`src/rtl/trip_latch_controller_pkg.sv`:
```
// Shared types for the trip latch controller: self-test FSM states and
// the channel-index width helper used by the interface and the top.
package trip_latch_controller_pkg;

  typedef enum logic [2:0] {
    ST_IDLE,
    ST_INJECT,
    ST_RELEASE,
    ST_NEXT,
    ST_DONE,
    ST_FAIL
  } state_t;

  function automatic int ch_w(input int n);
    return (n > 1) ? $clog2(n) : 1;
  endfunction

endpackage

```
`src/rtl/trip_latch_controller_if.sv`:
```
// Channel fault/readback inputs and trip/alarm/self-test outputs of the trip
// latch controller; master drives the fault side, slave is the controller.
interface trip_latch_controller_if #(
  parameter int N_CH = 4
);
  import trip_latch_controller_pkg::*;

  localparam int CHW = ch_w(N_CH);

  logic [N_CH-1:0] fault_in;
  logic [N_CH-1:0] la_fb;
  logic            ack_req;
  logic            test_start;
  logic            test_en;
  logic [N_CH-1:0] trip;
  logic [N_CH-1:0] la_test;
  logic            alarm;
  logic            test_busy;
  logic            test_pass;
  logic            test_fail;
  logic [CHW-1:0]  test_fail_ch;
  logic            ack_done;

  modport master (
    output fault_in, la_fb, ack_req, test_start, test_en,
    input  trip, la_test, alarm, test_busy, test_pass, test_fail,
           test_fail_ch, ack_done
  );

  modport slave (
    input  fault_in, la_fb, ack_req, test_start, test_en,
    output trip, la_test, alarm, test_busy, test_pass, test_fail,
           test_fail_ch, ack_done
  );

endinterface

```
`src/rtl/trip_latch_controller_chan_latch.sv`:
```
// One held trip: a live fault sets it, ack clears it only once the fault is gone.
// One cycle fault-to-trip; no flow control.
module trip_latch_controller_chan_latch (
  input  logic clk,
  input  logic reset,
  input  logic fault,
  input  logic clr,
  output logic trip
);

  always_ff @(posedge clk or posedge reset) begin
    if (reset)      trip <= 1'b0;
    else if (fault) trip <= 1'b1;
    else if (clr)   trip <= 1'b0;
  end

endmodule

```
`src/rtl/trip_latch_controller.sv`:
```
// Trip latches, OR'd alarm and channel-by-channel alarm-path self-test.
// Trip 1 cycle after fault; alarm combinational from registered state; no backpressure.
module trip_latch_controller
  import trip_latch_controller_pkg::*;
#(
  parameter int N_CH        = 4,
  parameter int TEST_PERIOD = 1000,
  parameter int RESP_WIN    = 4
) (
  input  logic                    clk,
  input  logic                    reset,
  trip_latch_controller_if.slave  bus
);

  localparam int CHW = ch_w(N_CH);
  localparam int WW  = $clog2(RESP_WIN + 1);
  localparam int PW  = $clog2(TEST_PERIOD);
  localparam logic [N_CH-1:0] ONE_HOT0 = 1;

  state_t          state, state_nxt;
  logic [CHW-1:0]  ch, ch_nxt;
  logic [WW-1:0]   win, win_nxt;
  logic [PW-1:0]   per_cnt;
  logic            pending;
  logic            per_wrap;
  logic            launch;
  logic            fail_set;
  logic            fb_ch;
  logic            win_last;
  logic [N_CH-1:0] trip_q;
  logic [N_CH-1:0] la_test_w;

  for (genvar i = 0; i < N_CH; i++) begin : g_ch
    trip_latch_controller_chan_latch u_latch (
      .clk   (clk),
      .reset (reset),
      .fault (bus.fault_in[i]),
      .clr   (bus.ack_req),
      .trip  (trip_q[i])
    );
  end

  assign fb_ch    = bus.la_fb[ch];
  assign win_last = (win == WW'(RESP_WIN - 1));
  // Launch looks at the registered trips, so a same-cycle ack cannot open the gate early.
  assign launch   = (state == ST_IDLE) && (bus.test_start || pending) && (trip_q == '0);
  assign per_wrap = bus.test_en && (per_cnt == PW'(TEST_PERIOD - 1));

  always_comb begin
    state_nxt = state;
    ch_nxt    = ch;
    win_nxt   = win;
    fail_set  = 1'b0;
    case (state)
      ST_IDLE: begin
        if (launch) begin
          state_nxt = ST_INJECT;
          ch_nxt    = '0;
          win_nxt   = '0;
        end
      end
      ST_INJECT: begin
        if (fb_ch) begin
          state_nxt = ST_RELEASE;
          win_nxt   = '0;
        end else if (win_last) begin
          state_nxt = ST_FAIL;
          fail_set  = 1'b1;
        end else begin
          win_nxt = win + 1'b1;
        end
      end
      ST_RELEASE: begin
        // A tripped channel legitimately holds its line high, so the release check is skipped.
        if (trip_q[ch] || !fb_ch) begin
          state_nxt = ST_NEXT;
        end else if (win_last) begin
          state_nxt = ST_FAIL;
          fail_set  = 1'b1;
        end else begin
          win_nxt = win + 1'b1;
        end
      end
      ST_NEXT: begin
        if (ch == CHW'(N_CH - 1)) begin
          state_nxt = ST_DONE;
        end else begin
          state_nxt = ST_INJECT;
          ch_nxt    = ch + 1'b1;
          win_nxt   = '0;
        end
      end
      ST_DONE: state_nxt = ST_IDLE;
      ST_FAIL: state_nxt = ST_IDLE;
      default: state_nxt = ST_IDLE;
    endcase
  end

  always_ff @(posedge clk or posedge reset) begin
    if (reset) begin
      state <= ST_IDLE;
      ch    <= '0;
      win   <= '0;
    end else begin
      state <= state_nxt;
      ch    <= ch_nxt;
      win   <= win_nxt;
    end
  end

  always_ff @(posedge clk or posedge reset) begin
    if (reset) begin
      per_cnt <= '0;
      pending <= 1'b0;
    end else if (!bus.test_en) begin
      per_cnt <= '0;
      pending <= 1'b0;
    end else begin
      per_cnt <= per_wrap ? '0 : per_cnt + 1'b1;
      pending <= per_wrap || (pending && !launch);
    end
  end

  // A new failure takes priority over a same-cycle ack so it is never lost.
  always_ff @(posedge clk or posedge reset) begin
    if (reset) begin
      bus.test_fail    <= 1'b0;
      bus.test_fail_ch <= '0;
      bus.ack_done     <= 1'b0;
    end else begin
      bus.ack_done <= bus.ack_req;
      if (fail_set) begin
        bus.test_fail    <= 1'b1;
        bus.test_fail_ch <= ch;
      end else if (bus.ack_req) begin
        bus.test_fail    <= 1'b0;
        bus.test_fail_ch <= '0;
      end
    end
  end

  assign la_test_w     = (state == ST_INJECT) ? (ONE_HOT0 << ch) : '0;
  assign bus.la_test   = la_test_w;
  assign bus.trip      = trip_q;
  assign bus.alarm     = (|trip_q) || (|la_test_w);
  assign bus.test_busy = (state == ST_INJECT) || (state == ST_RELEASE) || (state == ST_NEXT);
  assign bus.test_pass = (state == ST_DONE);

endmodule
```
`src/flat_wrapper.sv`:
```
// flat-port wrapper written by rule: the top's interface ports become plain ports
module trip_latch_controller_flat import trip_latch_controller_pkg::*;
#(
  parameter int N_CH        = 4,
  parameter int TEST_PERIOD = 1000,
  parameter int RESP_WIN    = 4
)
  (clk, reset, bus_fault_in, bus_la_fb, bus_ack_req, bus_test_start, bus_test_en, bus_trip, bus_la_test, bus_alarm, bus_test_busy, bus_test_pass, bus_test_fail, bus_test_fail_ch, bus_ack_done);
  trip_latch_controller_if #(.N_CH(N_CH)) bus_i ();
  input  logic clk;
  input  logic reset;
  input wire logic [$bits(bus_i.fault_in)-1:0] bus_fault_in;
  input wire logic [$bits(bus_i.la_fb)-1:0] bus_la_fb;
  input wire logic [$bits(bus_i.ack_req)-1:0] bus_ack_req;
  input wire logic [$bits(bus_i.test_start)-1:0] bus_test_start;
  input wire logic [$bits(bus_i.test_en)-1:0] bus_test_en;
  output wire logic [$bits(bus_i.trip)-1:0] bus_trip;
  output wire logic [$bits(bus_i.la_test)-1:0] bus_la_test;
  output wire logic [$bits(bus_i.alarm)-1:0] bus_alarm;
  output wire logic [$bits(bus_i.test_busy)-1:0] bus_test_busy;
  output wire logic [$bits(bus_i.test_pass)-1:0] bus_test_pass;
  output wire logic [$bits(bus_i.test_fail)-1:0] bus_test_fail;
  output wire logic [$bits(bus_i.test_fail_ch)-1:0] bus_test_fail_ch;
  output wire logic [$bits(bus_i.ack_done)-1:0] bus_ack_done;
  assign bus_i.fault_in = bus_fault_in;
  assign bus_i.la_fb = bus_la_fb;
  assign bus_i.ack_req = bus_ack_req;
  assign bus_i.test_start = bus_test_start;
  assign bus_i.test_en = bus_test_en;
  assign bus_trip = bus_i.trip;
  assign bus_la_test = bus_i.la_test;
  assign bus_alarm = bus_i.alarm;
  assign bus_test_busy = bus_i.test_busy;
  assign bus_test_pass = bus_i.test_pass;
  assign bus_test_fail = bus_i.test_fail;
  assign bus_test_fail_ch = bus_i.test_fail_ch;
  assign bus_ack_done = bus_i.ack_done;
  trip_latch_controller #(.N_CH(N_CH), .TEST_PERIOD(TEST_PERIOD), .RESP_WIN(RESP_WIN)) u_core (.clk(clk), .reset(reset), .bus(bus_i));
endmodule
```
`config.mk`:
```
export PLATFORM = sky130hd
export DESIGN_NAME = trip_latch_controller_flat
export DESIGN_NICKNAME = d
export VERILOG_FILES = /design/src/rtl/trip_latch_controller_pkg.sv /design/src/rtl/trip_latch_controller_if.sv /design/src/rtl/trip_latch_controller_chan_latch.sv /design/src/rtl/trip_latch_controller.sv /design/src/flat_wrapper.sv
export SDC_FILE = /design/constraint.sdc
export NUM_CORES = 1
export LEC_CHECK = 0
export ABC_AREA = 1
export CAP_MARGIN = 20
export CORE_AREA = 3 3 60 62
export DETAILED_ROUTE_END_ITERATION = 7
export DIE_AREA = 0 0 63 65
export MAX_ROUTING_LAYER = met4
export PLACE_DENSITY = 0.72
export SLEW_MARGIN = 20
export SYNTH_ARGS = -nofsm -noshare
export SYNTH_HDL_FRONTEND = slang
export SYNTH_SLANG_ARGS = --single-unit
```
`constraint.sdc`:
```
create_clock -name clk -period 4 [get_ports clk]
set_input_delay 0.8 -clock clk [delete_from_list [all_inputs] [get_ports clk]]
set_output_delay 0.8 -clock clk [all_outputs]
set_load 0.01 [all_outputs]
```
==> results of run 1 <==
-- per-layer routing --
layer / up-vias / global-route usage (%) / share of wire (%)
met1: 593 / 20.3 / 48
met3: 2 / 2.25 / 2.8
met5: - / - / 0
li1: 696 / - / -
met4: 0 / 4.96 / 0.71
met2: 20 / 27.1 / 48
-- cells by family (layout without fill, tap and decap cells) --
logic type | Yosys count | count (layout) | synth area share [%]
and+or+nand+nor | 106 | 106 | 30.1
DFF | 27 | 27 | 43.2
xor gates and xnor gates | 2 | 2 | 1.12
AOI/OAI and AO/OA | 26 | 26 | 10.6
buffers and inverters | 38 | 65 | 10.1
adders and majority gates | 6 | 6 | 4.80
-- power breakdown --
part | switching [mW] | total [mW] | leakage [nW] | internal [mW]
logic | 0.282 | 0.462 | 0.578 | 0.181
registers | 0.0502 | 0.360 | 0.350 | 0.310
clock network | 0.0735 | 0.112 | 0.0150 | 0.0389
-- cells in the mapped netlist --
cell and count:
sky130_fd_sc_hd__o21a_1 1, sky130_fd_sc_hd__nand4_1 3, sky130_fd_sc_hd__nor2_1 25, sky130_fd_sc_hd__inv_1 30, sky130_fd_sc_hd__nor3_1 2, sky130_fd_sc_hd__buf_4 4, sky130_fd_sc_hd__o21ai_1 1, sky130_fd_sc_hd__nor3_2 1
sky130_fd_sc_hd__o21bai_1 2, sky130_fd_sc_hd__a211oi_1 1, sky130_fd_sc_hd__o21ai_2 2, sky130_fd_sc_hd__a31oi_1 2, sky130_fd_sc_hd__a21o_1 2, sky130_fd_sc_hd__nor2_2 3, sky130_fd_sc_hd__inv_2 4, sky130_fd_sc_hd__nand3_2 2
sky130_fd_sc_hd__nand2_1 50, sky130_fd_sc_hd__o21ai_0 6, sky130_fd_sc_hd__xor2_1 1, sky130_fd_sc_hd__nand3b_1 1, sky130_fd_sc_hd__ha_1 6, sky130_fd_sc_hd__nand2_2 6, sky130_fd_sc_hd__nor4_1 1, sky130_fd_sc_hd__dfrtp_1 27
sky130_fd_sc_hd__a21oi_1 6, sky130_fd_sc_hd__o221ai_1 1, sky130_fd_sc_hd__a21oi_2 2, sky130_fd_sc_hd__nand3_1 12, sky130_fd_sc_hd__xnor2_1 1
-- flip-flops by register name (all words and copies together) (netlist names) --
register / count
u_core.bus.test_fail_ch: 2
u_core.per_cnt: 10
u_core.ch: 2
u_core.g_ch.u_latch.trip: 4
u_core.bus.test_fail: 1
u_core.win: 3
u_core.state: 3
u_core.pending: 1
u_core.bus.ack_done: 1
-- worst min-delay path: stages (launching register included) --
cell,delay [ns]
sky130_fd_sc_hd__dfrtp_1,0.36
sky130_fd_sc_hd__nand2_1,0.05
sky130_fd_sc_hd__nand2_1,0.06
-- area by class of cell --
cell class | instances | area [um^2] | share of cell area (%)
multi-input combinational | 140 | 729 | 38.7
sequential | 27 | 676 | 35.9
timing repair buffer | 27 | 270 | 14.3
inverter | 34 | 128 | 6.77
tap | 44 | 55.1 | 2.92
clock buffer | 4 | 26.3 | 1.39
-- metrics by stage --
stage	instance area, um^2	std cells
after floorplan	1560	205
final	1880	276
after global routing	1880	276
after CTS	1880	276
after global placement	1860	272
after detailed placement	1860	272
-- worst paths after layout --
check | from | to | slack (ns)
worst max-delay path | u_core.ch[0]$_DFFE_PP0P_ | bus_alarm | 1.10
worst min-delay path | u_core.bus.test_fail$_DFFE_PP0P_ | u_core.bus.test_fail$_DFFE_PP0P_ | 0.49
worst max register to register | u_core.win[0]$_DFFE_PP0P_ | u_core.bus.test_fail$_DFFE_PP0P_ | 2.46
worst min register to register | u_core.bus.test_fail$_DFFE_PP0P_ | u_core.bus.test_fail$_DFFE_PP0P_ | 0.49
max in group asynchronous | reset | u_core.bus.ack_done$_DFF_PP0_ | 2.71
min in group asynchronous | reset | u_core.state[0]$_DFFE_PP0P_ | 0.86
==> flow_summary.toml, run 1 <==
[critical_path]
critical_path.max_stage_delay_ns = 0.53
crit_type = "reg -> out"
cp_max_fo = 8
timing.critical_path.to_type = "primary output"
worstSetupPathDepth = 7
timing.critical_path.max_delay_family = "buffers and inverters"
timing.critical_path.cells = "inv_2, ha_1, inv_1, nor2_1, nor4_1, nand2_1, clkdlybuf4s50_1"
worst_ep_arrival_time_ns = 2.10
critPathBufInv = 3
reg2regPathDepth = 7
worst_ep_required_time_ns = 3.20
worst_path_max_delay_cell = "sky130_fd_sc_hd__dfrtp_1"
worst_setup_path_start_kind = "flop"

[cts]
cts_tree = "built"
cts_sinks = 27
cts-resized-gates = 0
clk_pin_slew_worst_paths_ns = 0.13
cts_post_setup_buffers_inserted = 0
insertion_delay_ns = 0.31
numCtsBuffers = 3
ctsRootBufferMaster = "sky130_fd_sc_hd__clkbuf_4"
cts.htree.levels = 1
cts_buffer_depth = 2
postCtsHoldBufs = 0

[synth]
netlist.area_leader.share_pct = 43.2
synth-seq-area-share_pct = 43.2
synth_seq_cells = 27
synth_cell_type_count = 29
synth_top_area_cell = "sky130_fd_sc_hd__dfrtp_1"
syn-instance-count = 205
netlist_top_cells_area = "sky130_fd_sc_hd__dfrtp_1 43%, sky130_fd_sc_hd__nand2_1 12%, sky130_fd_sc_hd__inv_1 7.2%"
syn_area_um2 = 1560
syn_avg_cell_area_um2 = 7.62
synth_warnings = 0
synthesis.nets = 224

[flow_run]
max_cap_viol_count = 0

[timing]
final.min_clock_period_ns = 2.90
worst-slew-pin-transition_ns = 0.921
clock.fmax_ghz = 0.344
post_route_hold_slack_ns = 0.494
slew_violations = 0
grt_setup_unrepaired = "no"
slew_headroom_pct = 38.2
number_of_hold_violations_in_the_final_report = 0
final_setup_violating_endpoints = 0
period_share_pct = 72.6
final_sum_of_negative_setup_slack_ns = 0
postLayoutSetupSlackWorst_ns = 1.10
timing.clock.skew_ns = 0.00916

[hold_path]
whs_path_depth = 2
worstHoldPathType = "reg -> reg"

[cells_and_area]
final_common_cell = "sky130_fd_sc_hd__nand2_1"
post_route_cells_drive_above_1_share_pct = 9.91
area_growth_syn_to_layout_pct = 20.6
antenna-diode-count = 0
final.fill_count = 291
most-common-layout-cells = "50 x sky130_fd_sc_hd__nand2_1, 29 x sky130_fd_sc_hd__inv_1, 27 x sky130_fd_sc_hd__clkdlybuf4s50_1, 27 x sky130_fd_sc_hd__dfrtp_1, 25 x sky130_fd_sc_hd__nor2_1"
layout.nets = 252
fin_util_pct = 61.2

[placed_design]
gp_congestion = 0.967
place.port_buffers = 27
placement.setup.worst_slack_ns = 1.44
detailed_place_hpwl_um = 2390

[power]
power_leakage_nw = 0.943
worst_vdd_rail_ir_drop_v = 0.000209
power.density_cell_area_nw_per_um2 = 496
total_power_mw = 0.935

[drt]
post_drt_wl_per_cell_um = 10.7
routed-via-count = 1311
totalWireLength_um = 2940
drt_iter0_markers = 39
drcViolationCount = 0
final_antenna_net_count = 0
avgViaCountPerCell = 4.75
dr.pass1.iters = 4

[global_routing]
grt_antenna_before_repair = 0
grt_pass1_vias = 1205
global_route.usage.total_pct = 16.2
grt_overflow = 0
grt_start_max_net_pins = 28
grt_pass1_wl_um = 5200

[floorplan]
chipHeight_um = 65
core-area_um2 = 3080
design.die.area_um2 = 4100
floorplan.io_pins = 28
floorplan.rows = 20
initial_utilization_pct = 50.8
fp.dieW_um = 63

[outcome]
outcome = "complete, no violations"
Power figures use the tool's default switching activity.
==> run 2, diff against run 1 <==
- CORE_AREA: 3 3 60 62 -> 3 3 62 64
- DIE_AREA: 0 0 63 65 -> 0 0 65 67
- PLACE_DENSITY: 0.72 -> 0.71
- clock period: 4 -> 2.5 ns (I/O delays scaled with it)
==> run 2 against run 1 <==
Combinational power rose by 72%. Cell area rose by 1.9%. Worst setup slack got worse by 0.98 ns. Wire length rose by 10%. Die area rose by 6.3%. Via count rose by 2.3%. Largest power group unchanged. Core utilization fell by 3.7 points. Global-route usage rose by 1.3 points. Register-to-register slack got worse by 1.5 ns. Critical endpoint unchanged.
==> flow_summary.toml, run 2 (synthesis results as in run 1) <==
[drt]
routed-via-count = 1341
drt_iter0_markers = 52
final_antenna_net_count = 0
dr.pass1.iters = 4
post_drt_wl_per_cell_um = 11.5
avgViaCountPerCell = 4.76
totalWireLength_um = 3240
drcViolationCount = 0

[timing]
clock.fmax_ghz = 0.420
postLayoutSetupSlackWorst_ns = 0.119
number_of_hold_violations_in_the_final_report = 0
slew_headroom_pct = 75.0
period_share_pct = 95.2
final.min_clock_period_ns = 2.38
timing.clock.skew_ns = 0.00474
final_sum_of_negative_setup_slack_ns = 0
slew_violations = 0
final_setup_violating_endpoints = 0
grt_setup_unrepaired = "no"
worst-slew-pin-transition_ns = 0.373

[placed_design]
placement.setup.worst_slack_ns = 0.154
placedCellCount = 275
place.port_buffers = 27
gp_congestion = 0.888
detailed_place_hpwl_um = 2530

[floorplan]
floorplan.rows = 21
design.die.area_um2 = 4360
floorplan.io_pins = 28
core-area_um2 = 3340
initial_utilization_pct = 46.8
chipHeight_um = 67
fp.dieW_um = 65

[cells_and_area]
top_regs = "u_core.per_cnt (10), u_core.g_ch.u_latch.trip (4)"
max_flop_register = "u_core.per_cnt"
largest_register_ff_count = 10
most-common-layout-cells = "50 x sky130_fd_sc_hd__nand2_1, 30 x sky130_fd_sc_hd__inv_1, 26 x sky130_fd_sc_hd__clkdlybuf4s50_1"
fin_util_pct = 57.5
post_route_cells_drive_above_1_share_pct = 12.7
final_common_cell = "sky130_fd_sc_hd__nand2_1"
layout.nets = 256
antenna-diode-count = 0
area_growth_syn_to_layout_pct = 22.8
final_cells = 282

[cts]
cts.htree.levels = 1
insertion_delay_ns = 0.32
ctsRootBufferMaster = "sky130_fd_sc_hd__clkbuf_4"
cts_sinks = 27
numCtsBuffers = 3
cts_tree = "built"
cts_buffer_depth = 2
clk_pin_slew_worst_paths_ns = 0.14

[flow_run]
max_cap_viol_count = 0

[power]
power_leakage_nw = 0.965
worst_vdd_rail_ir_drop_v = 0.000326
power.density_cell_area_nw_per_um2 = 806

[critical_path]
crit_type = "reg -> out"
critical_path.max_stage_delay_ns = 0.47
worst_setup_path_start_kind = "flop"
timing.critical_path.to_type = "primary output"
worst_path_max_delay_cell = "sky130_fd_sc_hd__dfrtp_2"
timing.critical_path.cells = "ha_1, inv_1, nor2_1, nor4_1, nand2_1, dlygate4sd2_1"
cp_max_fo = 5
worst_ep_arrival_time_ns = 1.88
worst_ep_required_time_ns = 2.00

[global_routing]
grt_start_max_net_pins = 28
grt_overflow = 0
grt_pass1_vias = 1340
grt_pass1_wl_um = 5770
grt_antenna_before_repair = 0
global_route.usage.total_pct = 17.5

[outcome]
outcome = "complete, no violations"

[hold_path]
worstHoldPathType = "reg -> reg"
## run 2: critical path: cells and delay by family (launching register included)
family	cells	cell delay [ns]
fa+ha+maj	1	0.25
buf+inv	2	0.40
flops	1	0.47
simple gates	3	0.44
## run 2: final timing paths
kind | startpoint | endpoint | slack, ns | depth (start not counted)
min in group asynchronous | reset | u_core.win[2]$_DFFE_PP0P_ | 0.52 | 3
max | u_core.ch[0]$_DFFE_PP0P_ | bus_alarm | 0.12 | 6
min reg2reg | u_core.per_cnt[0]$_DFF_PP0_ | u_core.per_cnt[0]$_DFF_PP0_ | 0.49 | 1
max reg2reg | u_core.win[0]$_DFFE_PP0P_ | u_core.win[0]$_DFFE_PP0P_ | 0.96 | 10
min | u_core.per_cnt[0]$_DFF_PP0_ | u_core.per_cnt[0]$_DFF_PP0_ | 0.49 | 1
max in group asynchronous | reset | u_core.ch[0]$_DFFE_PP0P_ | 1.71 | 3
## run 2: metrics by stage
| step | total power [mW] | hold WS, ns | instance area (um^2) |
|---|---|---|---|
| 2_1_floorplan | 1.12 | 0.455 | 1560 |
| 3_3_place_gp | 1.32 | 0.471 | 1870 |
| 3_5_place_dp | 1.33 | 0.478 | 1870 |
| 4_1_cts | 1.56 | 0.497 | 1920 |
| 5_1_grt | 1.70 | 0.532 | 1920 |
| 6_report | 1.55 | 0.490 | 1920 |
## run 2: report_power, final
group / switching [mW] / internal, mW
clock network: 0.126 / 0.0599
logic: 0.476 / 0.319
registers: 0.0672 / 0.499
## run 2: what timing repair did
item	CTS	global route
gates resized for setup	3	0
hold buffers	0	0
endpoints found under the setup margin	1	0
hold endpoints to repair	0	0
buffers inserted	3	0
## run 2: final cells by class
type	count	area (um^2)
Timing Repair Buffer	31	299
Inverter	34	128
Fill cell	329	1420
Multi-Input combinational cell	140	729
Tap cell	46	57.6
Sequential cell	27	678
Clock inverter	1	5.00
Clock buffer	3	22.5
## run 2: routing by layer
metal  part of all wire [%]  GRT usage (%)  vias up  wire, um
li1                       -              -      711         -
met1                     49           22.3      604      1600
met2                     47           29.1       24      1520
met3                    3.3           2.02        2       107
met4                   0.71           5.54        0        23
met5                      0              -        -         0
==> run 3, diff against run 2 <==
- PLACE_DENSITY: 0.71 -> 0.81
==> run 3 against run 2 <==
Worst hold slack better by 0.014 ns. Clock skew is 0.0020 ns lower. Clock power is 2% lower. Cell count stayed put. Sequential power hardly changed. First-iteration DRC count is 46% higher. Register-to-register slack better by 0.02 ns. Critical path depth is 1 lower. Critical path type unchanged. Critical endpoint is now bus_la_test[0]. Highest routed layer unchanged.
==> flow_summary.toml, run 3 (synthesis results as in run 1) <==
[outcome]
outcome = "complete, no violations"

[timing]
final_setup_violating_endpoints = 0
final.min_clock_period_ns = 2.33
worst-slew-pin-transition_ns = 0.366
final_sum_of_negative_setup_slack_ns = 0
postLayoutSetupSlackWorst_ns = 0.166
slew_headroom_pct = 75.5
period_share_pct = 93.3
timing.clock.skew_ns = 0.00270
clock.fmax_ghz = 0.429
slew_violations = 0
grt_setup_unrepaired = "no"
number_of_hold_violations_in_the_final_report = 0

[cts]
cts_buffer_depth = 2
insertion_delay_ns = 0.31
ctsRootBufferMaster = "sky130_fd_sc_hd__clkbuf_4"
numCtsBuffers = 3
cts_tree = "built"
postCtsHoldBufs = 0
clk_pin_slew_worst_paths_ns = 0.13
cts_sinks = 27
cts.htree.levels = 1

[cells_and_area]
post_route_cells_drive_above_1_share_pct = 12.3
final_common_cell = "sky130_fd_sc_hd__nand2_1"
antenna-diode-count = 0
layout.nets = 256
area_growth_syn_to_layout_pct = 23.0
largest_register_ff_count = 10
most-common-layout-cells = "50 x sky130_fd_sc_hd__nand2_1, 30 x sky130_fd_sc_hd__inv_1, 26 x sky130_fd_sc_hd__clkdlybuf4s50_1"
fin_util_pct = 57.6
max_flop_register = "u_core.per_cnt"
top_regs = "u_core.per_cnt (10), u_core.g_ch.u_latch.trip (4)"

[placed_design]
detailed_place_hpwl_um = 2440
placement.setup.worst_slack_ns = 0.216
place.port_buffers = 27
gp_congestion = 0.836

[floorplan]
floorplan.rows = 21
floorplan.io_pins = 28
initial_utilization_pct = 46.8
fp.dieW_um = 65
core-area_um2 = 3340
design.die.area_um2 = 4360
chipHeight_um = 67

[drt]
drt_iter0_markers = 76
dr.pass1.iters = 4
final_antenna_net_count = 0
avgViaCountPerCell = 4.80
post_drt_wl_per_cell_um = 10.9
totalWireLength_um = 3070
routed-via-count = 1353
drcViolationCount = 0

[power]
power_leakage_nw = 0.964
worst_vdd_rail_ir_drop_v = 0.000361
power.density_cell_area_nw_per_um2 = 802

[global_routing]
grt_antenna_before_repair = 0
grt_pass1_wl_um = 5420
grt_start_max_net_pins = 28
global_route.usage.total_pct = 16.2
grt_overflow = 0
grt_pass1_vias = 1271

[critical_path]
cp_max_fo = 6
worst_setup_path_start_kind = "flop"
worst_path_max_delay_cell = "sky130_fd_sc_hd__clkdlybuf4s50_1"
timing.critical_path.to_type = "primary output"
worst_ep_required_time_ns = 2.00
timing.critical_path.mode_cell = "sky130_fd_sc_hd__inv_1"
r2r_slack_ns = 0.98
worst_ep_arrival_time_ns = 1.83
critical_path.max_stage_delay_ns = 0.56
reg2regPathDepth = 10
crit_type = "reg -> out"
timing.critical_path.cells = "inv_1, ha_1, inv_1, nor2_1, clkdlybuf4s50_1"

[flow_run]
max_cap_viol_count = 0

[hold_path]
whs_path_depth = 2
worstHoldPathType = "reg -> reg"
[run 3: critical path, delay by kind of cell (launching register included)]
family | cells | cell delay (ns)
buf+inv | 3 | 0.77
simple gates | 1 | 0.13
fa+ha+maj | 1 | 0.17
flops | 1 | 0.46
[run 3: metal layers]
metal  up-vias  global-route usage (%)  wire [um]
li1        707                       -          -
met1       618                    19.9       1420
met2        22                    27.3       1470
met3         6                    2.19        120
met4         0                    5.80         52
met5         -                       -          0
[run 3: where the power goes]
part	switching (mW)	leakage, nW	internal (mW)
Clock	0.120	0.0150	0.0623
Sequential	0.0700	0.348	0.499
Combinational	0.473	0.601	0.317
Total	0.663	0.964	0.879
[run 3: through the flow]
stage               total power [mW]  area [um^2]  cells  hold WS (ns)
floorplan                       1.12         1560    205         0.455
global placement                1.32         1870    275         0.475
detailed placement              1.33         1870    275         0.483
CTS                             1.55         1920    282         0.508
global route                    1.70         1920    282         0.527
finish                          1.54         1920    282         0.504
[run 3: cell type report]
cell class                 count  area, um^2
clock buffer                   4        26.3
multi-input combinational    140         729
timing repair buffer          31         303
sequential                    27         678
fill                         346        1420
inverter                      34         128
tap                           46        57.6
[run 3: path summary, 6_finish.rpt]
kind                                                  start                               end
min reg2reg                u_core.bus.test_fail$_DFFE_PP0P_  u_core.bus.test_fail$_DFFE_PP0P_
min in group asynchronous                             reset         u_core.win[1]$_DFFE_PP0P_
max in group asynchronous                             reset          u_core.ch[0]$_DFFE_PP0P_
max reg2reg                       u_core.win[0]$_DFFE_PP0P_         u_core.win[0]$_DFFE_PP0P_
min                        u_core.bus.test_fail$_DFFE_PP0P_  u_core.bus.test_fail$_DFFE_PP0P_
max                                u_core.ch[1]$_DFFE_PP0P_                    bus_la_test[0]
[run 3: timing repair]
item | in CTS | in global routing
pin swaps | 0 | 0
setup endpoints to repair | 1 | 1
setup buffers | 3 | 0
gates resized for setup | 2 | 1
